### src/rtl/apb_ctrl_pkg.sv
// Shared types and constants for the two-requester APB master.
// Holds the bus FSM state type, slave count and default timeout.
package apb_ctrl_pkg;

  typedef enum logic [1:0] {
    IDLE   = 2'd0,
    SETUP  = 2'd1,
    ACCESS = 2'd2
  } apb_state_t;

  localparam int NSLV        = 4;
  localparam int TIMEOUT_DEF = 15;

  // One-hot slave select from the two address MSBs.
  function automatic logic [NSLV-1:0] slave_sel(input logic [1:0] idx);
    logic [NSLV-1:0] sel;
    sel      = '0;
    sel[idx] = 1'b1;
    return sel;
  endfunction

endpackage

### src/rtl/rr_arb2.sv
// Two-input round-robin arbiter; grant is combinational, history advances on update.
// After reset req0 wins the first contention.
module rr_arb2 (
  input  logic       clk,
  input  logic       rst,
  input  logic       valid0,
  input  logic       valid1,
  input  logic       update,
  output logic [1:0] grant
);

  // 1 means requester 1 was granted most recently.
  logic last_grant_reg;

  always_ff @(posedge clk or posedge rst) begin
    if (rst) begin
      last_grant_reg <= 1'b1;
    end else if (update) begin
      last_grant_reg <= grant[1];
    end
  end

  assign grant[0] = valid0 & (~valid1 | last_grant_reg);
  assign grant[1] = valid1 & (~valid0 | ~last_grant_reg);

endmodule

### src/rtl/apb_master_arb.sv
// APB master shared by two requesters through a round-robin arbiter.
// Every output is a register; ACCESS ends on PREADY or after TIMEOUT wait cycles.
module apb_master_arb
  import apb_ctrl_pkg::*;
#(
  parameter int DWIDTH  = 8,
  parameter int AWIDTH  = 8,
  parameter int TIMEOUT = TIMEOUT_DEF
) (
  input  logic              PCLK,
  input  logic              PRESET,
  input  logic              req0_valid,
  input  logic              req0_write,
  input  logic [AWIDTH-1:0] req0_addr,
  input  logic [DWIDTH-1:0] req0_wdata,
  output logic              req0_grant,
  output logic              req0_done,
  input  logic              req1_valid,
  input  logic              req1_write,
  input  logic [AWIDTH-1:0] req1_addr,
  input  logic [DWIDTH-1:0] req1_wdata,
  output logic              req1_grant,
  output logic              req1_done,
  output logic [DWIDTH-1:0] rsp_rdata,
  output logic              rsp_err,
  output logic [AWIDTH-1:0] PADDR,
  output logic              PWRITE,
  output logic [DWIDTH-1:0] PWDATA,
  output logic [NSLV-1:0]   PSEL,
  output logic              PENABLE,
  input  logic [DWIDTH-1:0] PRDATA,
  input  logic              PREADY,
  input  logic              PSLVERR
);

  localparam int CW = (TIMEOUT > 1) ? $clog2(TIMEOUT) : 1;

  apb_state_t        state_reg, state_next;
  logic [NSLV-1:0]   psel_reg, psel_next;
  logic              penable_reg, penable_next;
  logic [AWIDTH-1:0] paddr_reg, paddr_next;
  logic              pwrite_reg, pwrite_next;
  logic [DWIDTH-1:0] pwdata_reg, pwdata_next;
  logic [1:0]        grant_reg, grant_next;
  logic [1:0]        done_reg, done_next;
  logic [DWIDTH-1:0] rdata_reg, rdata_next;
  logic              err_reg, err_next;
  logic [CW-1:0]     wait_cnt_reg, wait_cnt_next;
  logic              owner_reg, owner_next;

  logic [1:0]        arb_grant;
  logic              arb_update;
  logic [AWIDTH-1:0] win_addr;

  rr_arb2 u_arb (
    .clk    (PCLK),
    .rst    (PRESET),
    .valid0 (req0_valid),
    .valid1 (req1_valid),
    .update (arb_update),
    .grant  (arb_grant)
  );

  assign win_addr = arb_grant[1] ? req1_addr : req0_addr;

  always_ff @(posedge PCLK or posedge PRESET) begin
    if (PRESET) begin
      state_reg    <= IDLE;
      psel_reg     <= '0;
      penable_reg  <= 1'b0;
      paddr_reg    <= '0;
      pwrite_reg   <= 1'b0;
      pwdata_reg   <= '0;
      grant_reg    <= '0;
      done_reg     <= '0;
      rdata_reg    <= '0;
      err_reg      <= 1'b0;
      wait_cnt_reg <= '0;
      owner_reg    <= 1'b0;
    end else begin
      state_reg    <= state_next;
      psel_reg     <= psel_next;
      penable_reg  <= penable_next;
      paddr_reg    <= paddr_next;
      pwrite_reg   <= pwrite_next;
      pwdata_reg   <= pwdata_next;
      grant_reg    <= grant_next;
      done_reg     <= done_next;
      rdata_reg    <= rdata_next;
      err_reg      <= err_next;
      wait_cnt_reg <= wait_cnt_next;
      owner_reg    <= owner_next;
    end
  end

  always_comb begin
    state_next    = state_reg;
    psel_next     = psel_reg;
    penable_next  = penable_reg;
    paddr_next    = paddr_reg;
    pwrite_next   = pwrite_reg;
    pwdata_next   = pwdata_reg;
    grant_next    = '0;
    done_next     = '0;
    rdata_next    = '0;
    err_next      = 1'b0;
    wait_cnt_next = wait_cnt_reg;
    owner_next    = owner_reg;
    arb_update    = 1'b0;

    unique case (state_reg)
      IDLE: begin
        psel_next    = '0;
        penable_next = 1'b0;
        if (arb_grant != 2'b00) begin
          arb_update    = 1'b1;
          owner_next    = arb_grant[1];
          grant_next    = arb_grant;
          paddr_next    = win_addr;
          pwrite_next   = arb_grant[1] ? req1_write : req0_write;
          pwdata_next   = arb_grant[1] ? req1_wdata : req0_wdata;
          psel_next     = slave_sel(win_addr[AWIDTH-1 -: 2]);
          wait_cnt_next = '0;
          state_next    = SETUP;
        end
      end

      SETUP: begin
        penable_next = 1'b1;
        state_next   = ACCESS;
      end

      ACCESS: begin
        // PREADY on the last allowed cycle still counts as a normal completion.
        if (PREADY) begin
          done_next[owner_reg] = 1'b1;
          rdata_next           = pwrite_reg ? '0 : PRDATA;
          err_next             = PSLVERR;
          psel_next            = '0;
          penable_next         = 1'b0;
          state_next           = IDLE;
        end else if (wait_cnt_reg == CW'(TIMEOUT - 1)) begin
          done_next[owner_reg] = 1'b1;
          err_next             = 1'b1;
          psel_next            = '0;
          penable_next         = 1'b0;
          state_next           = IDLE;
        end else begin
          wait_cnt_next = wait_cnt_reg + CW'(1);
        end
      end

      default: begin
        state_next   = IDLE;
        psel_next    = '0;
        penable_next = 1'b0;
      end
    endcase
  end

  assign req0_grant = grant_reg[0];
  assign req1_grant = grant_reg[1];
  assign req0_done  = done_reg[0];
  assign req1_done  = done_reg[1];
  assign rsp_rdata  = rdata_reg;
  assign rsp_err    = err_reg;
  assign PADDR      = paddr_reg;
  assign PWRITE     = pwrite_reg;
  assign PWDATA     = pwdata_reg;
  assign PSEL       = psel_reg;
  assign PENABLE    = penable_reg;

endmodule
### config.mk
export PLATFORM = sky130hd
export DESIGN_NAME = apb_master_arb
export DESIGN_NICKNAME = d
export VERILOG_FILES = /design/src/rtl/apb_ctrl_pkg.sv /design/src/rtl/rr_arb2.sv /design/src/rtl/apb_master_arb.sv
export SDC_FILE = /design/constraint.sdc
export NUM_CORES = 1
export LEC_CHECK = 0
export ABC_AREA = 1
export BUFFER_PORTS_ARGS = -buffer_cell sky130_fd_sc_hd__buf_2
export CORE_MARGIN = 2
export CORE_UTILIZATION = 48
export DETAILED_ROUTE_END_ITERATION = 10
export PLACE_DENSITY = 0.79
export SYNTH_ARGS = -nofsm -noshare
export SYNTH_HDL_FRONTEND = slang
export SYNTH_SLANG_ARGS = --single-unit
### constraint.sdc
create_clock -name PCLK -period 1.7 [get_ports PCLK]
set_clock_uncertainty 0.15 [all_clocks]
set_input_delay 0.17 -clock PCLK [delete_from_list [all_inputs] [get_ports PCLK]]
set_output_delay 0.17 -clock PCLK [all_outputs]
set_load 0.02 [all_outputs]
==> key figures, run 1 <==
Status
  – Outcome: finished clean

Floorplan
  – Initial Util: 50.8%
  – Die H: 69.5 µm
  – FP Rows: 23
  – Die area: 4830 µm²
  – Core Footprint: 4060 µm²
  – Die W: 69.5 µm
  – Io pins: 83

Worst setup path
  – Reg-to-reg slack, setup: 0.20 ns
  – Worst path cell trace: inv_1, ha_1, nand3_1, nand3_2, nand2_4, inv_2, nand2_1, nand2_1
  – CP Max Fanout: 5
  – Endpoint class of the critical path: register
  – Most Frequent Cell on Critical Path: nand2_1
  – Worst EP arrival: 1.53 ns
  – Critical path launch point type: register
  – Crit Path Category: reg2reg
  – Slowest cell on the critical path: dfrtp_1
  – Critical Path Max Stage Delay: 0.43 ns
  – Data required, critical path: 1.74 ns

Global route
  – Number of global-route vias before repair: 1832
  – GRT Overall Usage: 21.1%
  – Initial antenna violation count: 0
  – Largest net degree at the start of global routing: 24
  – First-pass GRT wire length: 8070 µm
  – Total grt overflow: 0

Synth
  – Synth Area per Inst: 9.45 µm²
  – Synth Warn #: 0
  – Synth cell types: 30
  – Register area share after synthesis: 52.3%
  – Mapped cell area: 2060 µm²
  – Synthesized Nets: 268
  – Mapped Cells: 218
  – Register bit count reported by yosys: 43

Timing
  – Setup tns final: 0 ns
  – Final Hold Viols: 0
  – Unrepaired setup endpoints after global routing: no
  – Tmin final: 1.50 ns
  – # setup viols final: 0
  – Fmax: 0.668 GHz
  – Max-slew headroom: 65.3%
  – Slew Limit Fails: 0
  – Worst-Margin Slew: 0.519 ns
  – Crit share post-route: 88.0%
  – Worst hold slack: 0.00462 ns

Place
  – PortBufs: 82
  – Placed Instances: 347
  – Placer Congestion: 0.867
  – Hpwl dp: 3230 µm

Clock network
  – CTS sink count: 43
  – Max clock buf depth: 2
  – H-tree levels: 2
  – TritonCTS Buffers: 5
  – Clock edge transition at the registers on the reported setup and hold paths: 0.08 ns
  – CTS tree: done
  – Clock Tree Root: clkbuf_8
  – Clk_lat worst skew: 0.29 ns
  – Post-CTS Setup Repair Bufs: 0

Finish
  – Fraction of layout cells with a size suffix above 1: 39.9%
  – Fillers: 318
  – Final core occ: 71.1%
  – Final non-filler cell total: 381
  – Syn-to-layout area delta: 40.0%
  – # diodes: 0
  – NumNets Final: 380

Power and ir drop
  – Sw Share: 42.6%
  – Leak pwr: 1.51 nW
  – Reg power frac: 38.2%
  – Max rail drop VDD: 0.805 mV
  – Comb power frac: 47.3%
  – Cell Int Power: 2.43 mW
  – Clk network pwr share: 14.5%
  – Pwr/cell area: 1470 nW/µm²
  – Net Sw Power: 1.80 mW

Detailed routing
  – Final WL: 4740 µm
  – Initial drt markers: 109
  – DRT Pass-1 Iters: 4
  – Routed via count: 1861
  – Wire length per cell: 12.4 µm
  – DRC violations left: 0
  – Vias per cell: 4.88
  – Antenna viol nets, final: 0

Flow run
  – Max Cap Viol: 0

Hold path
  – Hold Path Class: in2reg
path summary, 6_finish.rpt:
check	startpoint	end	depth (start not counted)
worst max-delay path	wait_cnt_reg[0]	wait_cnt_reg[2]	8
worst min register to register	owner_reg	done_reg[0]	1
worst min-delay path	req1_addr[3]	PADDR[3]	3
min in group asynchronous	PRESET	PADDR[0]	3
worst max register to register	wait_cnt_reg[0]	wait_cnt_reg[2]	8
max in group asynchronous	PRESET	done_reg[1]	4
synthesized netlist by cell type, drive strengths merged:
master	n	share of area, %
nand3b	1	0.36
a31oi	15	8.6
a21oi	2	0.49
nor2	35	9.5
nand2	50	9.5
buf	6	2.6
dfrtp	42	51
ha	2	1.2
inv	25	4.7
clkbuf	3	1.0
xnor2	1	0.43
dfstp	1	1.3
nand3	23	5.8
nand4	6	1.8
o21ai	6	1.6
per-layer routing:
metal  vias up  track usage (%)  routed length [µm]
li1        927                -                   -
met5         -                0                   0
met3         9             5.96                 284
met4         0             8.93                 105
met2        67             38.0                2450
met1       858             23.1                1910
power by group through the flow:
stage               registers (mW)  clock network (mW)  logic [mW]
finish                        1.62               0.615        2.00
global route                  1.66               0.684        2.18
CTS                           1.61               0.645        2.02
detailed placement            1.62                   0        1.97
global placement              1.62                   0        1.93
floorplan                     1.96                   0        1.08
layout make-up:
cell class / count / area (µm²) / share of cell area [%]
flip-flops and latches: 43 / 1080 / 37.4
multi-input cells: 141 / 811 / 28.1
repair buffers: 114 / 753 / 26.1
inverters: 25 / 96.3 / 3.34
clock buffers: 5 / 68.8 / 2.39
well taps: 50 / 62.6 / 2.17
clock inverters: 3 / 15.0 / 0.521
stage by stage:
step	power [mW]	area, µm²	setup WS, ns
5_1_grt	4.53	2880	0.0952
4_1_cts	4.27	2880	0.210
3_5_place_dp	3.60	2540	0.226
6_report	4.23	2880	0.203
3_3_place_gp	3.55	2540	0.258
2_1_floorplan	3.04	2060	0.306
kinds of logic after synthesis:
kind of cell	Yosys count	share of synthesized area, %
adders and majority gates	2	1.21
AOI/OAI and AO/OA	23	10.8
xor gates and xnor gates	1	0.425
buffers and inverters	34	8.32
and+or+nand+nor	115	27.0
DFF	43	52.3
critical path: cells and delay by family (launching register included):
| family | cells | cell delay, ns |
|---|---|---|
| adders and majority gates | 1 | 0.19 |
| DFF | 1 | 0.43 |
| and+or+nand+nor | 5 | 0.48 |
| buffers and inverters | 2 | 0.15 |
cell usage in the layout (no fill, tap or decap):
master and n:
inv_1 21, nand3b_1 1, buf_2 82, buf_12 3, a31oi_4 1, dlygate4sd3_1 26
buf_4 3, nand3_1 22, a21oi_1 2, nand2_4 1, a31oi_1 3, ha_1 2
inv_2 3, clkbuf_8 5, nor2_1 19, nor2_4 2, nor2_2 13, o21ai_0 3
xnor2_1 1, nand4_1 6, nand3_2 1, inv_4 1, clkinv_2 3, dfstp_2 1
nor2_8 1, dfrtp_1 42, o21ai_2 1, a31oi_2 11, o21ai_1 2, nand2_1 49
repair_timing:
item / in CTS / in global routing
hold buffers: 26 / 0
resized for setup: 0 / 0
hold endpoints to repair: 44 / 0
Power figures use the tool's default switching activity.
==> run 2: changes to the inputs <==
--- a/config.mk
+++ b/config.mk
@@ -10,6 +10,7 @@
 export CORE_MARGIN = 2
 export CORE_UTILIZATION = 48
 export DETAILED_ROUTE_END_ITERATION = 10
+export GPL_TIMING_DRIVEN = 0
 export PLACE_DENSITY = 0.79
 export SYNTH_ARGS = -nofsm -noshare
 export SYNTH_HDL_FRONTEND = slang
==> key figures, run 2 (same netlist as run 1, synthesis figures left out) <==
Floorplan
  – Initial Util: 50.8% (unchanged)
  – Die area: 4830 µm² (unchanged)
  – Core Footprint: 4060 µm² (unchanged)
  – Die H: 69.5 µm (unchanged)
  – FP Rows: 23 (unchanged)
  – Die W: 69.5 µm (unchanged)
  – Io pins: 83 (unchanged)

Timing
  – Crit share post-route: 88.3% (+0.22 points)
  – Unrepaired setup endpoints after global routing: no
  – Max-slew headroom: 41.7% (-24 points)
  – Fmax: 0.666 GHz (-0.25%)
  – Setup tns final: 0 ns (unchanged)
  – Setup ws final: 0.200 ns (-0.00376 ns)
  – Tmin final: 1.50 ns (+0.00376 ns)
  – Final Hold Viols: 0 (unchanged)
  – # setup viols final: 0 (unchanged)
  – Worst hold slack: 0.00335 ns (-0.00128 ns)
  – Worst-Margin Slew: 0.873 ns (+0.354 ns)
  – Slew Limit Fails: 0 (unchanged)

Place
  – Hpwl dp: 3230 µm (+0.14%)
  – Pre-CTS setup slack: 0.109 ns (-0.117 ns)
  – Post-DP Area: 2530 µm² (-0.30%)
  – Placer Congestion: 0.793 (-8.5%)
  – Placed Instances: 350 (+0.86%)
  – PortBufs: 82 (unchanged)

Finish
  – Most frequent cells in the layout: 84 x buf_2, 49 x nand2_1, 42 x dfrtp_1
  – NumNets Final: 382 (+0.53%)
  – Final core occ: 71.6% (+0.55 points)
  – Syn-to-layout area delta: 41.1%
  – Fraction of layout cells with a size suffix above 1: 39.9% (+0.061 points)
  – Fillers: 317 (-0.31%)
  – Most common cell after layout, fill and taps aside: buf_2
  – Final non-filler cell total: 383 (+0.52%)
  – # diodes: 0 (unchanged)
  – Design Area, Final: 2910 µm² (+0.78%)
  – Area occupied by registers: 1080 µm² (unchanged)
  – Area of the multi-input gates: 811 µm² (unchanged)

Worst setup path
  – Critical path launch point type: input port
  – Worst EP arrival: 1.59 ns (+0.06 ns)
  – CP Max Fanout: 7 (+2)
  – Data required, critical path: 1.79 ns (+0.05 ns)
  – Reg-to-reg slack, setup: 0.20 ns (about the same)
  – Crit Path Category: in2reg
  – Endpoint class of the critical path: register

Flow run
  – Max Cap Viol: 0 (unchanged)

Hold path
  – Hold Path Class: in2reg

Clock network
  – H-tree levels: 2 (unchanged)
  – TritonCTS Buffers: 5 (unchanged)
  – CTS sink count: 43 (unchanged)
  – Clock edge transition at the registers on the reported setup and hold paths: 0.08 ns (about the same)
  – Max clock buf depth: 2 (unchanged)
  – CTS tree: done
  – Clock Tree Root: clkbuf_8
  – Clk_lat worst skew: 0.30 ns (about the same)
  – Post-CTS Setup Repair Bufs: 0 (unchanged)

Global route
  – Largest net degree at the start of global routing: 44 (+83%)
  – First-pass GRT wire length: 8120 µm (+0.68%)
  – Initial antenna violation count: 0 (unchanged)
  – Number of global-route vias before repair: 1870 (+2.1%)
  – Total grt overflow: 0 (unchanged)
  – GRT Overall Usage: 21.4% (+0.32 points)

Power and ir drop
  – Max rail drop VDD: 0.748 mV (-7.1%)
  – Pwr Total: 4.46 mW (+5.4%)
  – Leak pwr: 1.52 nW (+0.77%)
  – Pwr/cell area: 1530 nW/µm² (+4.6%)

Detailed routing
  – Vias per cell: 4.88 (about the same)
  – DRT Pass-1 Iters: 4 (unchanged)
  – Initial drt markers: 119 (+9.2%)
  – Routed via count: 1870 (+0.48%)
  – Final WL: 4770 µm (+0.46%)
  – Wire length per cell: 12.4 µm (about the same)
  – DRC violations left: 0 (unchanged)
  – Antenna viol nets, final: 0 (unchanged)

Status
  – Outcome: finished clean
## run 2: changes by cell type in the layout (fill, tap and decap cells not counted), sizes merged
cell,delta
buf,-1
bufinv,+1
clkbuf,+4
clkinv,-2
## run 2: report_power, final
part	switching, mW	internal (mW)	leakage [nW]	total (mW)
Combinational	1.26	0.771	0.921	2.03
Clock	0.352	0.475	0.0612	0.827
Sequential	0.227	1.38	0.541	1.60
Total	1.84	2.62	1.52	4.46
## run 2: final cells by class
type	instances	share of cell area, %
multi-input combinational	141	27.9
buffer	8	2.45
inverter	25	3.31
timing repair buffer	108	23.1
clock inverter	2	1.21
sequential	43	37.1
clock buffer	6	2.84
tap	50	2.15
## run 2: layer usage
| metal | vias to the layer above | wire length [µm] | GRT usage, % |
|---|---|---|---|
| met5 | - | 0 | 0 |
| met1 | 860 | 1960 | 23.5 |
| met2 | 72 | 2390 | 37.8 |
| li1 | 929 | - | - |
| met4 | 0 | 114 | 10.9 |
| met3 | 9 | 303 | 5.81 |
## run 2: final timing paths
path,from,end,depth (start not counted)
worst max register to register,wait_cnt_reg[0],wait_cnt_reg[0],8
max in group asynchronous,PRESET,PWDATA[2],3
min in group asynchronous,PRESET,done_reg[0],3
worst min-delay path,req1_addr[4],PADDR[4],3
worst min register to register,owner_reg,done_reg[0],1
worst max-delay path,req0_valid,wait_cnt_reg[0],9
## run 2: worst max-delay path: stages
cell and delay (ns):
dlygate4sd3_1 0.54, buf_2 0.14, nor2_2 0.24, nor2_8 0.10, inv_2 0.11, nand2_4 0.07
inv_2 0.08, nand2_1 0.06, nand2_1 0.07
## run 2: what timing repair did
item / in CTS / in global routing
hold endpoints to repair: 66 / 0
endpoints found under the setup margin: 0 / 2
hold buffers: 26 / 0
resized for setup: 0 / 2
==> run 3: changes to the inputs <==
--- a/config.mk
+++ b/config.mk
@@ -8,10 +8,10 @@
 export ABC_AREA = 1
 export BUFFER_PORTS_ARGS = -buffer_cell sky130_fd_sc_hd__buf_2
 export CORE_MARGIN = 2
-export CORE_UTILIZATION = 48
+export CORE_UTILIZATION = 52
 export DETAILED_ROUTE_END_ITERATION = 10
 export GPL_TIMING_DRIVEN = 0
-export PLACE_DENSITY = 0.79
+export PLACE_DENSITY = 0.85
 export SYNTH_ARGS = -nofsm -noshare
 export SYNTH_HDL_FRONTEND = slang
 export SYNTH_SLANG_ARGS = --single-unit
==> constraint.sdc (replaced) <==
create_clock -name PCLK -period 1.75 [get_ports PCLK]
set_clock_uncertainty 0.15 [all_clocks]
set_input_delay 0.175 -clock PCLK [delete_from_list [all_inputs] [get_ports PCLK]]
set_output_delay 0.175 -clock PCLK [all_outputs]
set_load 0.02 [all_outputs]
==> key figures, run 3 (same netlist as run 1, synthesis figures left out) <==
Place
  – Placer Congestion: 0.860 (+8.3%)
  – Hpwl dp: 3050 µm (-5.8%)
  – Placed Instances: 348 (-0.57%)
  – PortBufs: 82 (unchanged)

Detailed routing
  – Antenna viol nets, final: 0 (unchanged)
  – Uppermost layer routed: met4
  – Met3 wire length: 369 µm (+22%)
  – DRT Pass-1 Iters: 4 (unchanged)
  – Initial drt markers: 104 (-13%)
  – Met2 WL: 2360 µm (-1.2%)
  – DRC violations left: 0 (unchanged)
  – Wire length per cell: 12.2 µm (-2.0%)
  – Metal-1 WL: 1840 µm (-6.1%)
  – Routed via count: 1873 (+0.16%)
  – Final WL: 4660 µm (-2.3%)
  – Vias per cell: 4.90 (+0.42%)

Global route
  – Number of global-route vias before repair: 1852 (-0.96%)
  – First-pass GRT wire length: 7960 µm (-2.0%)
  – Largest net degree at the start of global routing: 44 (unchanged)
  – Total grt overflow: 0 (unchanged)
  – Initial antenna violation count: 0 (unchanged)
  – GRT Overall Usage: 24.2% (+2.7 points)

Power and ir drop
  – Leak pwr: 1.52 nW (about the same)
  – Max rail drop VDD: 1.06 mV (+41%)
  – Pwr/cell area: 1480 nW/µm² (-3.3%)

Worst setup path
  – Worst EP arrival: 1.68 ns (+0.09 ns)
  – CP Max Fanout: 10 (+3)
  – Critical path launch point type: input port
  – Register-to-Register Path Depth: 5 (-3)
  – Endpoint class of the critical path: register
  – Data required, critical path: 1.82 ns (+0.03 ns)
  – Crit Path Category: in2reg

Clock network
  – TritonCTS Buffers: 5 (unchanged)
  – CTS sink count: 43 (unchanged)
  – Post-CTS Setup Repair Bufs: 0 (unchanged)
  – Clock edge transition at the registers on the reported setup and hold paths: 0.08 ns (about the same)
  – Clock Tree Root: clkbuf_8
  – CTS tree: done
  – H-tree levels: 2 (unchanged)
  – Clk_lat worst skew: 0.30 ns (about the same)
  – Max clock buf depth: 2 (unchanged)

Finish
  – # diodes: 0 (unchanged)
  – Fraction of layout cells with a size suffix above 1: 39.8% (-0.12 points)
  – Syn-to-layout area delta: 41.2% (about the same)
  – Most common cell after layout, fill and taps aside: buf_2
  – NumNets Final: 383 (+0.26%)
  – Final non-filler cell total: 382 (-0.26%)
  – Most frequent cells in the layout: 85 x buf_2, 49 x nand2_1, 42 x dfrtp_1

Timing
  – Worst hold slack: 0.0126 ns (+0.00922 ns)
  – Max-slew headroom: 44.2% (+2.5 points)
  – Fmax: 0.624 GHz
  – Unrepaired setup endpoints after global routing: no
  – Slew Limit Fails: 0 (unchanged)
  – Final Hold Viols: 0 (unchanged)
  – Tmin final: 1.60 ns
  – # setup viols final: 0 (unchanged)
  – Crit share post-route: 91.5%
  – Worst-Margin Slew: 0.836 ns (-0.0379 ns)

Flow run
  – Max Cap Viol: 0 (unchanged)

Hold path
  – WHS Path Cells: 3 (unchanged)
  – Hold Path Class: in2reg

Floorplan
  – Core Footprint: 3740 µm² (-7.7%)
  – Initial Util: 55.0% (+4.3 points)
  – Die H: 66.9 µm (-3.7%)
  – Die area: 4480 µm² (-7.3%)
  – FP Rows: 22 (-4.3%)
  – Io pins: 83 (unchanged)
  – Die W: 66.9 µm (-3.7%)

Status
  – Outcome: finished clean
-- run 3: layer usage --
metal	vias to the layer above	global-route usage (%)
met3	11	5.91
met5	-	0
li1	932	-
met4	0	11.7
met2	81	42.4
met1	849	27.3
-- run 3: power breakdown --
group	internal, mW	switching, mW
combinational	0.750	1.20
sequential	1.34	0.239
clock	0.461	0.324
-- run 3: worst max-delay path, cell delays in order --
cell and delay [ns]:
dlygate4sd3_1 0.53, buf_2 0.13, nand2_1 0.07, nand2_1 0.07, clkbuf_1 0.37, nand2_1 0.17
a31oi_4 0.18
-- run 3: per-stage QoR --
| stage | power (mW) | cell area (µm²) | setup TNS (ns) | setup slack [ns] | util [%] |
|---|---|---|---|---|---|
| 2_1_floorplan | 2.95 | 2060 | 0 | 0.356 | - |
| 3_3_place_gp | 3.45 | 2530 | -3.37 | -0.0823 | 67.6 |
| 3_5_place_dp | 3.50 | 2530 | 0 | 0.172 | 67.6 |
| 4_1_cts | 4.34 | 2910 | 0 | 0.159 | 77.7 |
| 5_1_grt | 4.60 | 2910 | 0 | 0.0472 | 77.7 |
| 6_report | 4.31 | 2910 | 0 | 0.148 | 77.7 |
-- run 3: worst paths after layout --
check	end	slack [ns]	from
max in group asynchronous	PWDATA[1]	0.48	PRESET
worst min register to register	done_reg[0]	0.28	owner_reg
min in group asynchronous	PSEL[2]	0.45	PRESET
worst max register to register	PWDATA[1]	0.15	u_arb.last_grant_reg
worst min-delay path	PWDATA[6]	0.01	req0_wdata[6]
worst max-delay path	PWDATA[1]	0.15	req0_valid
-- run 3: cell type report --
class / count / area (µm²)
inverter: 25 / 96.3
clock buffer: 6 / 82.6
timing repair buffer: 108 / 671
tap: 48 / 60.1
clock inverter: 2 / 35.0
fill: 245 / 836
buffer: 9 / 75.1
multi-input combinational: 141 / 811
sequential: 43 / 1080
-- run 3: what timing repair did --
action                                  CTS  global route
resized for setup                         0             0
hold buffers                             26             0
endpoints found under the hold margin    64             0
endpoints found under the setup margin    0             0
